--- config.mk ---
export PLATFORM = sky130hd
export DESIGN_NAME = victim_cache_ctrl_flat
export DESIGN_NICKNAME = d
export VERILOG_FILES = /design/src/rtl/victim_cache_pkg.sv /design/src/rtl/victim_cache_ctrl_if.sv /design/src/rtl/victim_cache_ctrl.sv /design/src/flat_wrapper.sv
export SDC_FILE = /design/constraint.sdc
export NUM_CORES = 1
export LEC_CHECK = 0
export CAP_MARGIN = 5
export CORE_MARGIN = 1.5
export CORE_UTILIZATION = 39
export CTS_BUF_LIST = sky130_fd_sc_hd__clkbuf_8
export DETAILED_ROUTE_END_ITERATION = 12
export PLACE_DENSITY = 0.69
export SYNTH_ARGS = -nofsm -noshare
export SYNTH_HDL_FRONTEND = slang
export SYNTH_SLANG_ARGS = --single-unit
--- constraint.sdc ---
create_clock -name clk -period 1.6 [get_ports clk]
set_input_delay 0.32 -clock clk [delete_from_list [all_inputs] [get_ports clk]]
set_output_delay 0.32 -clock clk [all_outputs]
set_load 0.01 [all_outputs]
--- src/rtl/victim_cache_pkg.sv ---
// rtl/victim_cache_pkg.sv - shared defaults, opcode and controller state types for the victim cache
package victim_cache_pkg;

  localparam int TAG_WIDTH_DEF = 4;
  localparam int NUM_WAYS_DEF  = 4;

  typedef enum logic {
    OP_LOOKUP = 1'b0,
    OP_INSERT = 1'b1
  } vc_op_e;

  typedef enum logic [3:0] {
    IDLE,
    LKP,
    LKP_CHK,
    INV,
    RD,
    RD_CHK,
    WB,
    WR,
    DTY,
    RESP
  } vc_state_e;

endpackage

--- src/rtl/victim_cache_ctrl_if.sv ---
// rtl/victim_cache_ctrl_if.sv - request/response and writeback handshakes of the victim cache controller
interface victim_cache_ctrl_if #(
  parameter int TAG_WIDTH = 4,
  parameter int NUM_WAYS  = 4
);
  localparam int WAY_W = $clog2(NUM_WAYS);

  logic                 req_valid;
  logic                 req_ready;
  logic                 req_op;
  logic [TAG_WIDTH-1:0] req_tag;
  logic                 req_dirty;

  logic                 resp_valid;
  logic                 resp_hit;
  logic [WAY_W-1:0]     resp_way;

  logic                 wb_valid;
  logic [TAG_WIDTH-1:0] wb_tag;
  logic                 wb_ready;

  // Requester / writeback sink side.
  modport master (
    output req_valid, req_op, req_tag, req_dirty, wb_ready,
    input  req_ready, resp_valid, resp_hit, resp_way, wb_valid, wb_tag
  );

  // Controller side.
  modport slave (
    input  req_valid, req_op, req_tag, req_dirty, wb_ready,
    output req_ready, resp_valid, resp_hit, resp_way, wb_valid, wb_tag
  );

endinterface

--- src/rtl/victim_cache_ctrl.sv ---
// rtl/victim_cache_ctrl.sv - victim cache controller sequencing lookups and round-robin inserts
module victim_cache_ctrl
  import victim_cache_pkg::*;
#(
  parameter int TAG_WIDTH = TAG_WIDTH_DEF,
  parameter int NUM_WAYS  = NUM_WAYS_DEF,
  localparam int WAY_W    = $clog2(NUM_WAYS)
) (
  input  logic                 clk,
  input  logic                 rst,
  victim_cache_ctrl_if.slave   bus,
  output logic                 ts_write_en,
  output logic                 ts_read_en,
  output logic                 ts_lookup_en,
  output logic                 ts_valid_clear,
  output logic                 ts_dirty_set,
  output logic                 ts_dirty_clear,
  output logic [TAG_WIDTH-1:0] ts_tag,
  output logic [WAY_W-1:0]     ts_way,
  input  logic                 ts_hit,
  input  logic [WAY_W-1:0]     ts_hit_way,
  input  logic                 ts_valid_read,
  input  logic                 ts_dirty_read,
  input  logic [TAG_WIDTH-1:0] ts_tag_read
);

  vc_state_e            state, state_n;
  logic [TAG_WIDTH-1:0] tag_q;
  logic                 dirty_q;
  logic [WAY_W-1:0]     hit_way_q;
  logic [WAY_W-1:0]     rr_ptr;

  always_ff @(posedge clk or posedge rst) begin
    if (rst) begin
      state        <= IDLE;
      tag_q        <= '0;
      dirty_q      <= 1'b0;
      hit_way_q    <= '0;
      rr_ptr       <= '0;
      bus.resp_hit <= 1'b0;
      bus.resp_way <= '0;
      bus.wb_tag   <= '0;
    end else begin
      state <= state_n;
      if (state == IDLE && bus.req_valid) begin
        tag_q   <= bus.req_tag;
        dirty_q <= bus.req_dirty;
      end
      if (state == LKP_CHK) begin
        hit_way_q <= ts_hit_way;
        if (!ts_hit) begin
          bus.resp_hit <= 1'b0;
          bus.resp_way <= '0;
        end
      end
      if (state == INV) begin
        bus.resp_hit <= 1'b1;
        bus.resp_way <= hit_way_q;
      end
      // Capture the victim tag once so it stays stable however long the sink stalls.
      if (state == RD_CHK && ts_valid_read && ts_dirty_read) begin
        bus.wb_tag <= ts_tag_read;
      end
      if (state == DTY) begin
        bus.resp_hit <= 1'b0;
        bus.resp_way <= rr_ptr;
        rr_ptr       <= rr_ptr + WAY_W'(1);
      end
    end
  end

  always_comb begin
    state_n        = state;
    bus.req_ready  = 1'b0;
    bus.resp_valid = 1'b0;
    bus.wb_valid   = 1'b0;
    ts_write_en    = 1'b0;
    ts_read_en     = 1'b0;
    ts_lookup_en   = 1'b0;
    ts_valid_clear = 1'b0;
    ts_dirty_set   = 1'b0;
    ts_dirty_clear = 1'b0;
    ts_tag         = '0;
    ts_way         = '0;
    case (state)
      IDLE: begin
        bus.req_ready = 1'b1;
        if (bus.req_valid) begin
          state_n = (vc_op_e'(bus.req_op) == OP_INSERT) ? RD : LKP;
        end
      end
      LKP: begin
        ts_lookup_en = 1'b1;
        ts_tag       = tag_q;
        state_n      = LKP_CHK;
      end
      LKP_CHK: state_n = ts_hit ? INV : RESP;
      // A hit moves the line back into L1, so the victim copy is dropped.
      INV: begin
        ts_valid_clear = 1'b1;
        ts_way         = hit_way_q;
        state_n        = RESP;
      end
      RD: begin
        ts_read_en = 1'b1;
        ts_way     = rr_ptr;
        state_n    = RD_CHK;
      end
      RD_CHK: state_n = (ts_valid_read && ts_dirty_read) ? WB : WR;
      WB: begin
        bus.wb_valid = 1'b1;
        if (bus.wb_ready) begin
          state_n = WR;
        end
      end
      WR: begin
        ts_write_en = 1'b1;
        ts_tag      = tag_q;
        ts_way      = rr_ptr;
        state_n     = DTY;
      end
      DTY: begin
        ts_dirty_set   = dirty_q;
        ts_dirty_clear = !dirty_q;
        ts_way         = rr_ptr;
        state_n        = RESP;
      end
      RESP: begin
        bus.resp_valid = 1'b1;
        state_n        = IDLE;
      end
      default: state_n = IDLE;
    endcase
  end

endmodule

--- src/flat_wrapper.sv ---
// flat-port wrapper written by rule: the top's interface ports become plain ports
module victim_cache_ctrl_flat import victim_cache_pkg::*;
#(
  parameter int TAG_WIDTH = TAG_WIDTH_DEF,
  parameter int NUM_WAYS  = NUM_WAYS_DEF,
  localparam int WAY_W    = $clog2(NUM_WAYS)
)
  (clk, rst, ts_write_en, ts_read_en, ts_lookup_en, ts_valid_clear, ts_dirty_set, ts_dirty_clear, ts_tag, ts_way, ts_hit, ts_hit_way, ts_valid_read, ts_dirty_read, ts_tag_read, bus_req_valid, bus_req_op, bus_req_tag, bus_req_dirty, bus_wb_ready, bus_req_ready, bus_resp_valid, bus_resp_hit, bus_resp_way, bus_wb_valid, bus_wb_tag);
  victim_cache_ctrl_if #(.TAG_WIDTH(TAG_WIDTH), .NUM_WAYS(NUM_WAYS)) bus_i ();
  input  logic clk;
  input  logic rst;
  output logic ts_write_en;
  output logic ts_read_en;
  output logic ts_lookup_en;
  output logic ts_valid_clear;
  output logic ts_dirty_set;
  output logic ts_dirty_clear;
  output logic [TAG_WIDTH-1:0] ts_tag;
  output logic [WAY_W-1:0] ts_way;
  input  logic ts_hit;
  input  logic [WAY_W-1:0] ts_hit_way;
  input  logic ts_valid_read;
  input  logic ts_dirty_read;
  input  logic [TAG_WIDTH-1:0] ts_tag_read;
  input wire logic [$bits(bus_i.req_valid)-1:0] bus_req_valid;
  input wire logic [$bits(bus_i.req_op)-1:0] bus_req_op;
  input wire logic [$bits(bus_i.req_tag)-1:0] bus_req_tag;
  input wire logic [$bits(bus_i.req_dirty)-1:0] bus_req_dirty;
  input wire logic [$bits(bus_i.wb_ready)-1:0] bus_wb_ready;
  output wire logic [$bits(bus_i.req_ready)-1:0] bus_req_ready;
  output wire logic [$bits(bus_i.resp_valid)-1:0] bus_resp_valid;
  output wire logic [$bits(bus_i.resp_hit)-1:0] bus_resp_hit;
  output wire logic [$bits(bus_i.resp_way)-1:0] bus_resp_way;
  output wire logic [$bits(bus_i.wb_valid)-1:0] bus_wb_valid;
  output wire logic [$bits(bus_i.wb_tag)-1:0] bus_wb_tag;
  assign bus_i.req_valid = bus_req_valid;
  assign bus_i.req_op = bus_req_op;
  assign bus_i.req_tag = bus_req_tag;
  assign bus_i.req_dirty = bus_req_dirty;
  assign bus_i.wb_ready = bus_wb_ready;
  assign bus_req_ready = bus_i.req_ready;
  assign bus_resp_valid = bus_i.resp_valid;
  assign bus_resp_hit = bus_i.resp_hit;
  assign bus_resp_way = bus_i.resp_way;
  assign bus_wb_valid = bus_i.wb_valid;
  assign bus_wb_tag = bus_i.wb_tag;
  victim_cache_ctrl #(.TAG_WIDTH(TAG_WIDTH), .NUM_WAYS(NUM_WAYS)) u_core (.clk(clk), .rst(rst), .bus(bus_i), .ts_write_en(ts_write_en), .ts_read_en(ts_read_en), .ts_lookup_en(ts_lookup_en), .ts_valid_clear(ts_valid_clear), .ts_dirty_set(ts_dirty_set), .ts_dirty_clear(ts_dirty_clear), .ts_tag(ts_tag), .ts_way(ts_way), .ts_hit(ts_hit), .ts_hit_way(ts_hit_way), .ts_valid_read(ts_valid_read), .ts_dirty_read(ts_dirty_read), .ts_tag_read(ts_tag_read));
endmodule
==> results of run 1 <==
==> per-layer routing <==
metal,vias to the layer above,GRT usage [%],share of wire (%)
li1,535,-,-
met1,560,26.8,41
met2,40,39.7,52
met3,10,6.35,4.3
met4,0,10.3,3.0
met5,-,0,0
==> worst max path at each step <==
stage | depth (start not counted) | from | to
floorplan | 4 | u_core.state[1]$_DFFE_PP0P_ | ts_dirty_clear
global placement | 4 | u_core.state[2]$_DFFE_PP0P_ | ts_tag[3]
detailed placement | 4 | u_core.state[2]$_DFFE_PP0P_ | ts_way[1]
CTS | 4 | u_core.state[2]$_DFFE_PP0P_ | ts_dirty_clear
global route | 5 | u_core.state[2]$_DFFE_PP0P_ | ts_way[0]
finish | 6 | u_core.state[1]$_DFFE_PP0P_ | ts_way[0]
==> per-stage QoR <==
stage,utilization (%),power [mW],cells,area [um2]
after floorplan,-,1.96,104,1140
after global placement,61.8,2.80,190,1700
after detailed placement,61.8,2.84,190,1700
after CTS,70.8,3.82,207,1950
after global routing,78.9,4.62,216,2180
final,78.9,4.40,216,2180
==> cell usage in the layout, fill, tap and decap left out, types with 2 or more instances in the layout <==
cell,netlist,layout
nand2b_4,1,2
and2_1,5,2
clkbuf_8,0,3
xnor2_2,1,2
buf_6,2,27
nor3_4,1,3
nor2_1,6,2
clkdlybuf4s50_1,0,25
dfrtp_1,20,16
o211ai_1,2,2
buf_2,5,7
nor2_4,0,4
and2_4,0,3
mux2_4,0,6
buf_8,0,2
buf_4,1,24
nor4b_4,0,2
nor2b_1,2,2
a31oi_1,2,2
dfrtp_2,0,4
o21ai_1,0,2
nand2_1,9,8
mux2_2,12,6
o21bai_1,2,2
==> logic make-up (layout without fill, tap and decap cells) <==
kind of cell           count (synthesis)  after routing  synth area share [%]
XOR/XNOR                               3              3                  2.96
AO/OA/AOI/OAI                         17             17                  10.7
AND/OR/NAND/NOR                       41             41                  24.2
buffers and inverters                 10             91                  5.48
multiplexers                          13             13                  12.7
flip-flops                            20             20                  43.9
==> power by group <==
part | leakage, nW | switching (mW) | internal, mW | total [mW]
sequential | 0.240 | 0.217 | 0.761 | 0.978
combinational | 0.704 | 1.18 | 1.73 | 2.91
clock | 0.0357 | 0.175 | 0.334 | 0.508
total | 0.980 | 1.57 | 2.83 | 4.40
==> worst reg2reg max path, stage by stage, from the launching register on <==
cell,delay (ns)
dfrtp_2,0.44
buf_6,0.14
or2_4,0.27
buf_6,0.14
buf_6,0.11
o32a_1,0.28
o221a_2,0.23
==> flip-flops by register name, summed over array words and instances, names as in the netlist <==
register	count
u_core.bus.resp_way	2
u_core.bus.wb_tag	4
u_core.state	4
u_core.hit_way_q	2
u_core.bus.resp_hit	1
u_core.tag_q	4
u_core.rr_ptr	2
u_core.dirty_q	1
==> timing repair <==
item,4_1_cts,5_1_grt
buffers inserted,14,9
setup endpoints to repair,24,22
gates cloned,0,1
pin swaps,17,13
gates resized for setup,98,35
==> cell type report <==
type,count,area (um2)
clock buffers,3,41.3
clock inverters,1,30.0
fillers,164,582
inverters,1,3.75
multi-input cells,74,732
flip-flops and latches,20,505
well taps,31,38.8
repair buffers,86,825
==> impl_metrics.ini, run 1 <==
[critical_path]
critPathTopFamily = flip-flops
start_kind = flop
crit_required_ns = 1.28
slowest_stage = dfrtp_2
slowest_delay_ns = 0.46
cpMostUsedCell = buf_6
crit_type = reg2out
regToRegSetupSlack_ns = -0.13
crit_buf_inv = 3
timing.rr.start = u_core.state[2]$_DFFE_PP0P_
crit_chain = buf_6, buf_6, xnor2_2, a31oi_1, o21ai_1, buf_2
timing.rr.end = u_core.state[0]$_DFFE_PP0P_
crit_fanout = 6
reg2regPathDepth = 6
cp.arrival_ns = 1.57
endpoint_kind = primary output

[routing]
drc = 0
vias = 1145
ant_nets = 0
dr.first_iter.drc_count = 40
wirelength_um = 3830
viasPerCell = 5.30
wl_per_cell_um = 17.7
drt_first_pass_iters = 4

[sta]
period_share_pct = 118
fin_hold_ws_ns = 0.397
setup_tns_ns = -3.17
worst_pin_slew_ns = 0.350
finalClockSkew_ns = 0.00739
fmax_ghz = 0.529
rsz0062_at_grt = true
maxSlewViolCount = 0
max-slew-margin-rel_pct = 76.3
finalWorstSetupSlack_ns = -0.289
setup_viol = 19
finalCriticalPeriod_ns = 1.89
hold_viol = 0

[final_layout]
layout.nets = 205
area_growth_pct = 90.7
drive_above_1_share_pct = 57.8
antenna_cells = 0

[run]
cap_viol_max_count = 0

[floorplan]
dieArea_um2 = 3260
initial_utilization_pct = 41.4
core_area_um2 = 2760
num_io_pins = 41
floorplan.rows = 19
die_x_um = 57.1
die_h_um = 57.1

[global_routing]
antenna_found_initial = 0
grt_max_degree = 21
overflow = 0
grt_pass1_wl_um = 5700
gr-usage-all-layers_pct = 23.1
grt_pass1_vias = 1201

[synth]
synth-main-ff-cell = dfrtp_1
synth_edf_count = 0
syn_avg_cell_area_um2 = 11.0
netlist_instances = 104
synth_seq_cells = 20
synth_most_common_cell = dfrtp_1
synth_top_area_cell = dfrtp_1
async_reset_ff_share_pct = 100
synth_common_cells = 20 x dfrtp_1, 12 x mux2_2, 9 x nand2_1, 6 x nor2_1
synth_fp_nets = 123
ys_seq_area_share_pct = 43.9
synth_area_um2 = 1140
ys_types = 39
synth_area_leaders = dfrtp_1 44%, mux2_2 12%, nand2_1 3.0%, and2_1 2.7%, nor4b_2 2.6%
synth_warnings = 0
synth.top_cell.area_share_pct = 43.9

[cts]
cts_buffers = 3
clock-root-buffer = clkbuf_8
cts_hold_buf = 0
clkLatencyLatePin_ns = 0.26
clk_pin_slew_ns = 0.08
clk_path_buf_depth = 2
htree_num_levels = 1
cts_sinks = 20
cts_tree = done

[outcome]
outcome = finished, violations left
violations = setup timing

[place]
dpl_worst_slack_ns = -0.436
gp_congestion = 0.878
hpwl_um = 2080
numPortBuffers = 40

[power_and_ir_drop]
power_density_nw_per_um2 = 2020
ir_drop_mv = 1.48
leakage_nw = 0.980

[min_path]
hold_path_class = in2async
Power figures use the tool's default switching activity.
==> run 2, diff against run 1 <==
CORE_ASPECT_RATIO = 1.25   (was not set)
==> run 2 against run 1 <==
  * Sequential share of layout area about the same
  * Clock skew decreased by 0.0065 ns
  * The run still ends with setup timing left
  * Combinational power down 2%
  * Worst setup slack got worse by 0.041 ns
  * Largest cell class unchanged
  * Critical path type unchanged
  * Maximum frequency shrank 2.1%
  * Cell count up 3.2%
==> impl_metrics.ini, run 2 (synthesis gave the netlist of run 1 again) <==
[final_layout]
layout.nets = 209
antenna_cells = 0
final_common_cell = buf_4
drive_above_1_share_pct = 60.8
reg_top3 = u_core.bus.wb_tag: 4 flops, u_core.state: 4 flops, u_core.tag_q: 4 flops
area_growth_pct = 90.6
final_cell_mix = 32 x buf_4, 25 x clkdlybuf4s50_1, 24 x buf_6
fill_cells = 164

[sta]
maxSlewViolCount = 0
fin_hold_ws_ns = 0.417
rsz0062_at_grt = true
hold_viol = 0
finalClockSkew_ns = 0.000908
finalWorstSetupSlack_ns = -0.330
setup_tns_ns = -5.69
finalCriticalPeriod_ns = 1.93
worst_pin_slew_ns = 0.342
max-slew-margin-rel_pct = 77.0
period_share_pct = 121
setup_viol = 25
fmax_ghz = 0.518

[global_routing]
gr-usage-all-layers_pct = 25.1
grt_max_degree = 21
overflow = 0
grt_pass1_vias = 1244
antenna_found_initial = 0
grt_pass1_wl_um = 6080

[power_and_ir_drop]
p_sw_mw = 1.62
power_frac_comb_pct = 65.0
leakage_nw = 0.990
power_density_nw_per_um2 = 2010
p_clk_share_pct = 11.7
seq_power_share_pct = 23.2
p_int_mw = 2.74
ir_drop_mv = 1.37
swShare_pct = 37.2

[routing]
vias = 1189
drt_first_pass_iters = 4
ant_nets = 0
wirelength_um = 4310
drc = 0
dr.first_iter.drc_count = 43
wl_per_cell_um = 19.3
viasPerCell = 5.33

[floorplan]
initial_utilization_pct = 41.8
num_io_pins = 41
dieArea_um2 = 3260
die_h_um = 63.5
core_area_um2 = 2730
floorplan.rows = 21
die_x_um = 51.4

[cts]
cts_hold_buf = 0
clock-root-buffer = clkbuf_8
cts_tree = done
clkLatencyLatePin_ns = 0.26
clk_path_buf_depth = 2
cts_buffers = 3
clk_pin_slew_ns = 0.08
cts_sinks = 20
htree_num_levels = 1

[critical_path]
start_kind = flop
endpoint_kind = primary output
crit_fanout = 4
cp.arrival_ns = 1.61
crit_required_ns = 1.28
crit_type = reg2out

[place]
numPortBuffers = 40
hpwl_um = 2340
gp_congestion = 0.843

[outcome]
violations = setup timing
outcome = finished, violations left

[run]
cap_viol_max_count = 0

[min_path]
hold_path_class = in2async
==> run 2: cell types whose count changed in the layout (fill, tap and decap cells not counted), moves of 2 or more <==
cell    change
mux2_4      -3
nor3_4      -2
buf_4       +8
nor3_2      +2
mux2_2      +3
buf_6       -3
==> run 2: cell type report <==
cell class	count	area (um2)	share of cell area, %
multi-input combinational	74	736	33.8
timing repair buffer	90	816	37.5
clock inverter	1	30.0	1.38
clock buffer	3	41.3	1.90
tap	34	42.5	1.96
sequential	20	505	23.2
inverter	1	3.75	0.173
==> run 2: layer usage <==
layer	wire length, um	track usage (%)	vias up	share of wire (%)
met2	2390	43.4	38	56
met1	1670	29.3	601	39
met4	102	11.5	0	2.4
met5	0	0	-	0
met3	140	4.50	10	3.3
li1	-	-	540	-
==> run 2: what timing repair did <==
action | 4_1_cts | 5_1_grt
setup endpoints to repair | 26 | 32
cloned | 0 | 0
setup buffers | 14 | 9
pin swaps | 15 | 9
gates resized for setup | 105 | 20
==> run 2: per-stage QoR <==
step	cells	utilization (%)	cell area [um2]	total power, mW	setup slack [ns]
finish	223	79.6	2170	4.37	-0.330
global route	223	79.6	2170	4.57	-0.377
CTS	214	73.4	2010	3.94	-0.315
detailed placement	196	63.3	1730	2.90	-0.476
global placement	196	63.3	1730	2.83	-0.404
floorplan	104	-	1140	1.96	0.0391
==> run 2: worst max-delay path, cell delays in order (launching register included) <==
cell	delay, ns
dfrtp_2	0.46
buf_6	0.15
buf_6	0.11
and4b_1	0.17
a31oi_1	0.19
o21ai_1	0.11
buf_2	0.15
==> run 2: power by group through the flow <==
| stage | clock network (mW) | logic (mW) | registers, mW |
|---|---|---|---|
| after global routing | 0.540 | 2.98 | 1.04 |
| after floorplan | 0 | 1.04 | 0.919 |
| after CTS | 0.520 | 2.44 | 0.988 |
| after global placement | 0 | 1.85 | 0.981 |
| after detailed placement | 0 | 1.89 | 1.00 |
| final | 0.512 | 2.84 | 1.02 |
==> run 2: worst paths after layout <==
kind / depth (start not counted) / endpoint / slack, ns / from
setup / recovery: 6 / ts_way[0] / -0.33 / u_core.state[1]$_DFFE_PP0P_
hold / removal: 3 / u_core.tag_q[3]$_DFFE_PP0P_ / 0.42 / rst
setup reg to reg: 8 / u_core.bus.wb_tag[0]$_DFFE_PP0P_ / -0.30 / u_core.state[2]$_DFFE_PP0P_
hold reg to reg: 1 / u_core.bus.wb_tag[0]$_DFFE_PP0P_ / 0.51 / u_core.bus.wb_tag[0]$_DFFE_PP0P_
max in group asynchronous: 3 / u_core.state[1]$_DFFE_PP0P_ / 0.95 / rst
min in group clk: 1 / u_core.bus.wb_tag[0]$_DFFE_PP0P_ / 0.51 / u_core.bus.wb_tag[0]$_DFFE_PP0P_
==> run 3, diff against run 2 <==
CORE_UTILIZATION = 45   (was 39)
PLACE_DENSITY = 0.78   (was 0.69)
==> run 3 against run 2 <==
  * The flow still finishes with violations (setup timing)
  * Sequential share of layout area is 1.3 points higher
  * Combinational power fell by 3%
  * Cell count shrank 4.5%
  * Worst hold slack lost 0.17 ns
  * Critical path depth shrank 2
  * Routed wire length down 3.2%
  * Critical path type unchanged
  * Largest cell class unchanged
==> impl_metrics.ini, run 3 (synthesis gave the netlist of run 1 again) <==
[final_layout]
area_growth_pct = 80.7
final_cell_mix = 26 x buf_4, 25 x clkdlybuf4s50_1, 20 x buf_6
drive_above_1_share_pct = 56.7
layout.nets = 200
postLayoutCoreUtil_pct = 84.9
reg_top3 = u_core.bus.wb_tag: 4 flops, u_core.state: 4 flops, u_core.tag_q: 4 flops
final_common_cell = buf_4
final_cell_area_um2 = 2060
antenna_cells = 0

[place]
place_area_um2 = 1710
gp_congestion = 0.851
hpwl_um = 2130
numPortBuffers = 40

[critical_path]
crit_chain = buf_6, or4b_4, nor2_2, buf_2
crit_required_ns = 1.28
crit_type = reg2out
critPathTopFamily = simple AND/OR/NAND/NOR gates
crit_fanout = 4
slowest_delay_ns = 0.52
crit_buf_inv = 2
slowest_stage = or4b_4
cp.arrival_ns = 1.62
start_kind = flop
endpoint_kind = primary output

[sta]
fin_hold_ws_ns = 0.251
finalCriticalPeriod_ns = 1.94
finalClockSkew_ns = 0.00270
rsz0062_at_grt = true
worst_pin_slew_ns = 0.326
setup_viol = 20
hold_viol = 0
max-slew-margin-rel_pct = 77.9
period_share_pct = 121
maxSlewViolCount = 0
fmax_ghz = 0.516
finalWorstSetupSlack_ns = -0.338
setup_tns_ns = -3.43

[floorplan]
num_io_pins = 41
core_area_um2 = 2430
dieArea_um2 = 2850
initial_utilization_pct = 47.0
die_h_um = 59.3
die_x_um = 48.0
floorplan.rows = 20

[routing]
ant_nets = 0
vias = 1160
wl_per_cell_um = 19.6
viasPerCell = 5.45
drt_first_pass_iters = 4
dr.first_iter.drc_count = 27
wirelength_um = 4170
drc = 0

[cts]
htree_num_levels = 1
cts_sinks = 20
cts_hold_buf = 0
clkLatencyLatePin_ns = 0.27
clock-root-buffer = clkbuf_8
clk_pin_slew_ns = 0.08
clk_path_buf_depth = 2
cts_buffers = 3
cts_tree = done

[global_routing]
grt_pass1_wl_um = 5350
grt_pass1_vias = 1137
overflow = 0
gr-usage-all-layers_pct = 27.7
antenna_found_initial = 0
grt_max_degree = 16

[run]
cap_viol_max_count = 0

[power_and_ir_drop]
leakage_nw = 0.935
ir_drop_mv = 1.29
power_density_nw_per_um2 = 2060
p_total_mw = 4.24

[outcome]
violations = setup timing
outcome = finished, violations left

[min_path]
hold_path_class = in2async
run 3: cell count changes in the layout (fill, tap and decap cells not counted), moves of 2 or more:
cell | before | now
buf_6 | 24 | 20
and2_4 | 4 | 2
buf_4 | 32 | 26
buf_2 | 8 | 10
and2_1 | 1 | 3
run 3: per-layer routing:
metal	routed length, um	vias up	share of wire (%)	global-route usage [%]
li1	-	520	-	-
met1	1490	568	36	33.3
met2	2190	50	52	48.0
met3	182	22	4.4	3.05
met4	304	0	7.3	11.6
met5	0	-	0	0
run 3: worst paths after layout:
kind                                              from                          endpoint  slack [ns]  depth (start not counted)
min                                                rst  u_core.bus.wb_tag[1]$_DFFE_PP0P_        0.25                          2
min reg2reg                u_core.tag_q[3]$_DFFE_PP0P_       u_core.tag_q[3]$_DFFE_PP0P_        0.52                          1
max                        u_core.state[1]$_DFFE_PP0P_                    ts_dirty_clear       -0.34                          4
max reg2reg                u_core.state[3]$_DFFE_PP0P_  u_core.bus.wb_tag[0]$_DFFE_PP0P_       -0.05                          5
max in group asynchronous                          rst       u_core.state[0]$_DFFE_PP0P_        0.87                          3
min in group clk           u_core.tag_q[3]$_DFFE_PP0P_       u_core.tag_q[3]$_DFFE_PP0P_        0.52                          1
run 3: layout make-up:
type                       count  area (um2)
clock inverter                 1        30.0
fill                         127         365
tap                           33        41.3
multi-input combinational     74         719
inverter                       1        3.75
timing repair buffer          81         721
sequential                    20         505
clock buffer                   3        41.3
run 3: where the power goes:
part	total, mW	internal (mW)	switching, mW
Sequential	0.959	0.761	0.197
Combinational	2.75	1.56	1.19
Clock	0.530	0.335	0.195
run 3: repair_timing:
item	CTS	global route
gates resized for setup	95	25
pin swaps	8	10
buffers inserted	14	6
endpoints found under the setup margin	25	27
run 3: metrics by stage:
step,setup WS (ns),std cells
finish,-0.338,213
floorplan,0.0391,104
global placement,-0.410,192
global route,-0.396,213
CTS,-0.292,210
detailed placement,-0.458,192
